`src/rtl/led_pkg.sv`:
```
// Shared panel constants, scan-state encoding and pixel type for the 64x64 HUB75 pong display.
// Also provides the checkerboard word used by the LED_SCAN_TEST_EN build.
package led_pkg;

    localparam int WIDTH     = 64;
    localparam int HEIGHT    = 64;
    localparam int SCAN_ROWS = 32;

    typedef enum logic [2:0] {
        FETCH_U,
        FETCH_L,
        WAIT_L,
        SHIFT,
        BLANK,
        LATCH,
        SHOW
    } state_t;

    typedef logic [2:0] rgb_t;

    // pixel(c) = (c ^ row) bit 0, so only the row parity matters
    function automatic logic [WIDTH-1:0] checker_word(input logic row_lsb);
        return row_lsb ? {(WIDTH/2){2'b01}} : {(WIDTH/2){2'b10}};
    endfunction

endpackage

```
`src/rtl/led_row_shifter.sv`:
```
// Holds the upper and lower half-row words and walks the column index from 63 down to 0.
// The lower word is presented straight from the load bus in the cycle it is captured.
module led_row_shifter
    import led_pkg::*;
(
    input  logic             clk,
    input  logic             rst,
    input  logic             load_up,
    input  logic             load_lo,
    input  logic [WIDTH-1:0] word,
    input  logic             adv,
    output logic             bit_up,
    output logic             bit_lo,
    output logic             done
);

    logic [WIDTH-1:0] up_word;
    logic [WIDTH-1:0] lo_word;
    logic [5:0]       col;
    logic             done_r;

    always_ff @(posedge clk) begin
        if (load_up) up_word <= word;
        if (load_lo) lo_word <= word;
    end

    always_ff @(posedge clk or posedge rst) begin
        if (rst) begin
            col    <= 6'd63;
            done_r <= 1'b0;
        end else if (load_up) begin
            col    <= 6'd63;
            done_r <= 1'b0;
        end else if (adv) begin
            col <= col - 6'd1;
            if (col == 6'd0) done_r <= 1'b1;
        end
    end

    // first slot of a row coincides with the lower-word capture
    assign bit_up = up_word[col];
    assign bit_lo = load_lo ? word[col] : lo_word[col];
    assign done   = done_r;

endmodule

```
`src/rtl/led_scan.sv`:
```
// Frame-buffer reader and 1/32-scan HUB75 driver; every output is registered.
// Optional build macro LED_SCAN_TEST_EN adds a test_en input that replaces fetched rows with a checkerboard.
module led_scan
    import led_pkg::*;
#(
    parameter int   CLK_DIV   = 2,
    parameter int   ON_CYCLES = 256,
    parameter rgb_t COLOR     = 3'b111
) (
    input  logic        clk,
    input  logic        rst,
`ifdef LED_SCAN_TEST_EN
    input  logic        test_en,
`endif
    output logic        rd_en,
    output logic [5:0]  rd_row,
    input  logic [63:0] rd_data,
    output logic [2:0]  rgb1,
    output logic [2:0]  rgb2,
    output logic        pclk,
    output logic        lat,
    output logic        oe_n,
    output logic [4:0]  addr,
    output logic        frame_start,
    output logic        frame_done
);

    localparam int DIV_W = $clog2(CLK_DIV) + 1;
    localparam int ON_W  = $clog2(ON_CYCLES) + 1;
    localparam logic [DIV_W-1:0] DIV_LAST = DIV_W'(CLK_DIV - 1);
    localparam logic [ON_W-1:0]  ON_LAST  = ON_W'(ON_CYCLES - 1);

    state_t           state, state_n;
    logic [4:0]       row, row_n;
    logic [DIV_W-1:0] div, div_n;
    logic             phase, phase_n;
    logic [ON_W-1:0]  on_cnt, on_cnt_n;
    logic             lo_vld;

    logic             rd_en_n, lat_n, oe_n_n, pclk_n, fs_n, fd_n;
    logic [5:0]       rd_row_n;
    logic [4:0]       addr_n;
    rgb_t             rgb1_n, rgb2_n;

    logic             adv, bit_up, bit_lo, shift_done;
    logic [63:0]      src;

`ifdef LED_SCAN_TEST_EN
    logic tmode, tmode_n;

    always_ff @(posedge clk or posedge rst) begin
        if (rst) tmode <= 1'b0;
        else     tmode <= tmode_n;
    end

    assign src = tmode ? checker_word(row[0]) : rd_data;
`else
    assign src = rd_data;
`endif

    led_row_shifter u_shifter (
        .clk     (clk),
        .rst     (rst),
        .load_up (state == WAIT_L),
        .load_lo (lo_vld),
        .word    (src),
        .adv     (adv),
        .bit_up  (bit_up),
        .bit_lo  (bit_lo),
        .done    (shift_done)
    );

    always_ff @(posedge clk or posedge rst) begin
        if (rst) begin
            state       <= FETCH_U;
            row         <= 5'd0;
            div         <= '0;
            phase       <= 1'b0;
            on_cnt      <= '0;
            lo_vld      <= 1'b0;
            rd_en       <= 1'b0;
            rd_row      <= 6'd0;
            rgb1        <= 3'b000;
            rgb2        <= 3'b000;
            pclk        <= 1'b0;
            lat         <= 1'b0;
            oe_n        <= 1'b1;
            addr        <= 5'd0;
            frame_start <= 1'b0;
            frame_done  <= 1'b0;
        end else begin
            state       <= state_n;
            row         <= row_n;
            div         <= div_n;
            phase       <= phase_n;
            on_cnt      <= on_cnt_n;
            lo_vld      <= (state == WAIT_L);
            rd_en       <= rd_en_n;
            rd_row      <= rd_row_n;
            rgb1        <= rgb1_n;
            rgb2        <= rgb2_n;
            pclk        <= pclk_n;
            lat         <= lat_n;
            oe_n        <= oe_n_n;
            addr        <= addr_n;
            frame_start <= fs_n;
            frame_done  <= fd_n;
        end
    end

    always_comb begin
        state_n  = state;
        row_n    = row;
        div_n    = div;
        phase_n  = phase;
        on_cnt_n = on_cnt;
        adv      = 1'b0;
        rd_en_n  = 1'b0;
        rd_row_n = rd_row;
        rgb1_n   = 3'b000;
        rgb2_n   = 3'b000;
        pclk_n   = 1'b0;
        lat_n    = 1'b0;
        oe_n_n   = 1'b1;
        addr_n   = addr;
        fs_n     = 1'b0;
        fd_n     = 1'b0;
`ifdef LED_SCAN_TEST_EN
        tmode_n  = tmode;
`endif

        unique case (state)
            FETCH_U: begin
`ifdef LED_SCAN_TEST_EN
                tmode_n = test_en;
                rd_en_n = !test_en;
`else
                rd_en_n = 1'b1;
`endif
                rd_row_n = {1'b0, row};
                fs_n     = (row == 5'd0);
                state_n  = FETCH_L;
            end
            FETCH_L: begin
`ifdef LED_SCAN_TEST_EN
                rd_en_n = !tmode;
`else
                rd_en_n = 1'b1;
`endif
                rd_row_n = {1'b1, row};
                div_n    = '0;
                phase_n  = 1'b0;
                state_n  = WAIT_L;
            end
            WAIT_L: begin
                state_n = SHIFT;
            end
            SHIFT: begin
                // each slot: new column on pclk low, held through pclk high
                adv    = !phase && (div == '0);
                pclk_n = phase;
                rgb1_n = adv ? (bit_up ? COLOR : 3'b000) : rgb1;
                rgb2_n = adv ? (bit_lo ? COLOR : 3'b000) : rgb2;
                if (div == DIV_LAST) begin
                    div_n   = '0;
                    phase_n = !phase;
                    if (phase && shift_done) state_n = BLANK;
                end else begin
                    div_n = div + 1'b1;
                end
            end
            BLANK: begin
                addr_n   = row;
                on_cnt_n = '0;
                state_n  = LATCH;
            end
            LATCH: begin
                lat_n   = 1'b1;
                state_n = SHOW;
            end
            SHOW: begin
                oe_n_n = 1'b0;
                if (on_cnt == ON_LAST) begin
                    fd_n    = (row == 5'd31);
                    row_n   = row + 5'd1;
                    state_n = FETCH_U;
                end else begin
                    on_cnt_n = on_cnt + 1'b1;
                end
            end
            default: state_n = FETCH_U;
        endcase
    end

endmodule

```
`config.mk`:
```
export PLATFORM = sky130hd
export DESIGN_NAME = led_scan
export DESIGN_NICKNAME = d
export VERILOG_FILES = /design/src/rtl/led_pkg.sv /design/src/rtl/led_row_shifter.sv /design/src/rtl/led_scan.sv
export SDC_FILE = /design/constraint.sdc
export NUM_CORES = 1
export LEC_CHECK = 0
export ABC_CLOCK_PERIOD_IN_PS = 10440
export BUFFER_PORTS_ARGS = -buffer_cell sky130_fd_sc_hd__clkbuf_2
export CAP_MARGIN = 10
export CORE_MARGIN = 2
export CORE_UTILIZATION = 43
export DETAILED_ROUTE_END_ITERATION = 7
export MAX_ROUTING_LAYER = met4
export PLACE_DENSITY = 0.74
export SLEW_MARGIN = 20
export SYNTH_ARGS = -nofsm -noshare
export SYNTH_HDL_FRONTEND = slang
export SYNTH_HIERARCHICAL = 1
export SYNTH_SLANG_ARGS = --single-unit
```
`constraint.sdc`:
```
create_clock -name clk -period 10.44 [get_ports clk]
set_input_delay 1.044 -clock clk [delete_from_list [all_inputs] [get_ports clk]]
set_output_delay 1.044 -clock clk [all_outputs]
set_load 0.005 [all_outputs]
```
==> out/results.md <==
| Parameter | This run |
| --- | --- |
| Number of H-tree branching levels | 4 |
| Final ANT Viol Nets | 0 |
| Data required time at the worst endpoint | 10.74 ns |
| Multi-input gate area | 0.00234 mm^2 |
| Area delta synth->final | 15.2% |
| Most common cell after layout, fill and taps aside | sky130_fd_sc_hd__edfxtp_1 |
| Part of the total power dissipated in sequential elements | 53.6% |
| Drc violations | 0 |
| Launch point of the worst path | u_shifter/col[0]$_DFFE_PP1P_ |
| Leading post-synthesis cells by cell area | sky130_fd_sc_hd__edfxtp_1 (51%), sky130_fd_sc_hd__mux4_2 (13%), sky130_fd_sc_hd__dfrtp_1 (13%) |
| Fraction of met3 tracks used by global routing | 3.93% |
| #FFs+latches synth | 175 |
| Detailed-route wire length per cell | 18.8 um |
| Final sum of negative setup slack | 0 ns |
| Startpoint of the worst register-to-register path | u_shifter/col[0]$_DFFE_PP1P_ |
| Global route total overflow | 0 |
| Power per Cell Area | 160 mW/mm^2 |
| Fraction of final layout cells with drive strength greater than 1 | 36.3% |
| Utilization after layout | 50.5% |
| Starting density of the core | 43.9% |
| Per-cell via count in the routed design | 5.56 |
| Source of the worst hold timing path | on_cnt[7]$_DFFE_PP0P_ |
| CTS sink cnt | 175 |
| Status | completed |
| Leakage Power | 3.37 nW |
| Inserted Clock Buffers | 17 |
| Class of the most critical setup path | reg2reg |
| Slew at the pin with the worst max-slew slack | 0.944 ns |
| Clock tree from TritonCTS | built |
| Core region area | 0.0173 mm^2 |
| Total half-perimeter wirelength after legalization and detailed placement | 9.73 mm |
| EDFF count, synth | 128 |
| CP max FO | 58 |
| Total count of hold-check failures in the final report | 0 |
| Via count of the first global-routing pass | 4,413 |
| Die width | 137 um |
| Combinational share of power | 2.2% |
| Number of instances in the synthesized netlist | 450 |
| Via count | 4,271 |
| Count of TritonRoute iterations in the first routing pass | 5 |
| Number of distinct standard cells referenced by the synthesized netlist | 55 |
| Final Critical Period | 3.19 ns |
| Part of the Yosys area used for sequential elements | 66.3% |
| Met2 usage in global routing | 26.9% |
| Data arrival, critical path | 3.49 ns |
| Syn Std Cell Area | 0.00758 mm^2 |
| Area fraction of the dominant cell type after synthesis | 50.7% |
| Syn_nets | 523 |
| Max-slew headroom | 37.1% |
| Count of yosys warnings during synthesis | 6 |
| DIE AREA | 0.0187 mm^2 |
| Hold buffer count at cts | 0 |
| Type of the worst min-delay path | reg2reg |
| Leading cell types in the layout, fill and taps excluded | sky130_fd_sc_hd__edfxtp_1 (128), sky130_fd_sc_hd__clkbuf_2 (88), sky130_fd_sc_hd__mux4_2 (45) |
| Overall routing resource usage | 17.1% |
| Number of post-CTS setup repair buffers | 0 |
| Switching Share | 21.3% |
| Final wirelength | 14.4 mm |
| Number of antenna violations at the first check in global routing | 0 |
| Maximum count of clock buffers along a single path | 2 |
| Wire length of the first global-routing pass | 23.4 mm |
| Layer with the highest usage after global routing | met2 |
| Die H | 137 um |
| Startpoint type of the worst setup path | flip-flop |
| Port-buffer cells | 88 |
| Worst supply voltage drop on vdd | 150 uV |
| Ys flop type | sky130_fd_sc_hd__edfxtp_1 |
| Clock skew after layout | 0.0136 ns |
| GP Congestion | 0.795 |
| Syn avg cell area | 16.9 um^2 |
| Total setup violations reported at the end of the flow | 0 |
| Count of max-cap constraint violations | 0 |
| Area taken by flip-flops and latches | 0.00503 mm^2 |
| IO Pins | 89 |
| Post-CTS clock slew at the launch and capture registers of the worst setup and hold paths | 0.07 ns |
| Nets@finish | 603 |
| Met1 track demand over resource in global routing | 22.3% |
| Register-to-register setup slack | 7.25 ns |
| Final worst-path cycle share | 30.6% |
| Peak Freq | 313 MHz |
| Clock Tree Root | sky130_fd_sc_hd__clkbuf_16 |
| Maximum number of pins on one net before global-route repair | 73 |
| Total count of max-transition violations in the final report | 0 |
| Initial drt markers | 307 |
| Biggest area consumer among synthesized cells | sky130_fd_sc_hd__edfxtp_1 |
| Clk Latency, worst-skew pair | 0.43 ns |
| Relative contribution of the clock network to total power | 44.2% |
| Post-CTS sizing | 0 |
| Unrepaired setup endpoints after global routing | no |
| Fraction of synthesis flops using an asynchronous set or reset pin | 26.9% |
| Kind of end point of the critical path | flip-flop |
| Cell-internal power | 0.00110 W |
| Number of fill cells in the layout | 1,421 |
| Sw Pwr | 0.000297 W |
| Cell Rows | 48 |
| Total inserted antenna cells | 0 |
## metal layers
| metal | wire [um] | part of all wire (%) |
|---|---|---|
| met5 | 0 | 0 |
| met4 | 210 | 1.5 |
| met3 | 735 | 5.1 |
| met2 | 7240 | 50 |
| met1 | 6220 | 43 |
## synthesized netlist by cell type (3+ instances only)
master and number:
sky130_fd_sc_hd__o21ai_0 13, sky130_fd_sc_hd__clkbuf_1 12, sky130_fd_sc_hd__nor2_1 18, sky130_fd_sc_hd__nor3b_1 3
sky130_fd_sc_hd__xnor2_1 6, sky130_fd_sc_hd__nand2b_1 8, sky130_fd_sc_hd__buf_4 8, sky130_fd_sc_hd__edfxtp_1 128
sky130_fd_sc_hd__nand3_1 7, sky130_fd_sc_hd__a211o_1 4, sky130_fd_sc_hd__buf_6 3, sky130_fd_sc_hd__dfstp_2 7
sky130_fd_sc_hd__mux2_2 13, sky130_fd_sc_hd__dfrtp_1 40, sky130_fd_sc_hd__o22ai_1 5, sky130_fd_sc_hd__buf_2 5
sky130_fd_sc_hd__nor3_1 6, sky130_fd_sc_hd__nand2_1 26, sky130_fd_sc_hd__and3_1 5, sky130_fd_sc_hd__mux2i_1 20
sky130_fd_sc_hd__inv_1 9, sky130_fd_sc_hd__a21oi_1 10, sky130_fd_sc_hd__mux4_2 45, sky130_fd_sc_hd__ha_1 7
sky130_fd_sc_hd__o221ai_1 4
## sequential cells by signal, indices dropped and copies added, names as in the netlist
signal / cells
rgb1: 1
on_cnt: 9
frame_start: 1
state: 3
rgb2: 1
lo_vld: 1
addr: 5
u_shifter/col: 6
lat: 1
rd_en: 1
pclk: 1
div: 2
oe_n: 1
u_shifter/up_word: 64
phase: 1
row: 5
rd_row: 6
frame_done: 1
u_shifter/done: 1
u_shifter/lo_word: 64
## worst paths after layout
check	endpoint	depth (start not counted)
worst min register to register	on_cnt[7]$_DFFE_PP0P_	1
worst max register to register	rgb1[1]$_DFFE_PP0P_	5
worst max-delay path	rgb1[1]$_DFFE_PP0P_	5
worst min-delay path	on_cnt[7]$_DFFE_PP0P_	1
max in group asynchronous	oe_n$_DFF_PP1_	3
min in group asynchronous	phase$_DFFE_PP0P_	2
## final cells by class
type | count | share of cell area (%)
multi-input cells | 235 | 26.8
repair buffers | 91 | 5.30
flip-flops and latches | 175 | 57.6
clock buffers | 17 | 4.87
clock inverters | 15 | 1.75
inverters | 10 | 0.430
well taps | 225 | 3.22
## stage by stage
stage | total power [W] | setup WS (ns) | std cells | instance area [um^2] | hold slack, ns
floorplan | 0.000771 | 4.11 | 450 | 7580 | 0.448
global placement | 0.000792 | 7.26 | 736 | 8160 | 0.457
detailed placement | 0.000793 | 7.23 | 736 | 8160 | 0.464
CTS | 0.00140 | 7.21 | 768 | 8730 | 0.481
global route | 0.00144 | 7.10 | 768 | 8730 | 0.492
finish | 0.00139 | 7.25 | 768 | 8730 | 0.481
## worst max-delay path: stages (launching register included)
cell and delay (ns):
sky130_fd_sc_hd__dfstp_4 1.24, sky130_fd_sc_hd__mux4_2 0.61, sky130_fd_sc_hd__mux4_2 0.50, sky130_fd_sc_hd__mux4_2 0.48, sky130_fd_sc_hd__mux2i_1 0.15, sky130_fd_sc_hd__nor2_1 0.05
## power by group through the flow
| stage | combinational, W | sequential, W | clock [W] |
|---|---|---|---|
| floorplan | 0.00000932 | 0.000762 | 0 |
| global placement | 0.0000305 | 0.000761 | 0 |
| detailed placement | 0.0000320 | 0.000761 | 0 |
| CTS | 0.0000319 | 0.000747 | 0.000625 |
| global route | 0.0000345 | 0.000746 | 0.000657 |
| finish | 0.0000312 | 0.000747 | 0.000616 |
## kinds of logic (layout without fill, tap and decap cells)
kind of cell,after synthesis,count (layout),share of synthesized area [%]
AND/OR/NAND/NOR,92,92,6.43
adder cells (fa/ha/maj),7,7,1.15
buffers and inverters,40,133,2.90
flip-flops,175,175,66.3
multiplexers,78,78,17.9
AO/OA/AOI/OAI,51,51,4.47
XOR/XNOR,7,7,0.808
Power figures use the tool's default switching activity.
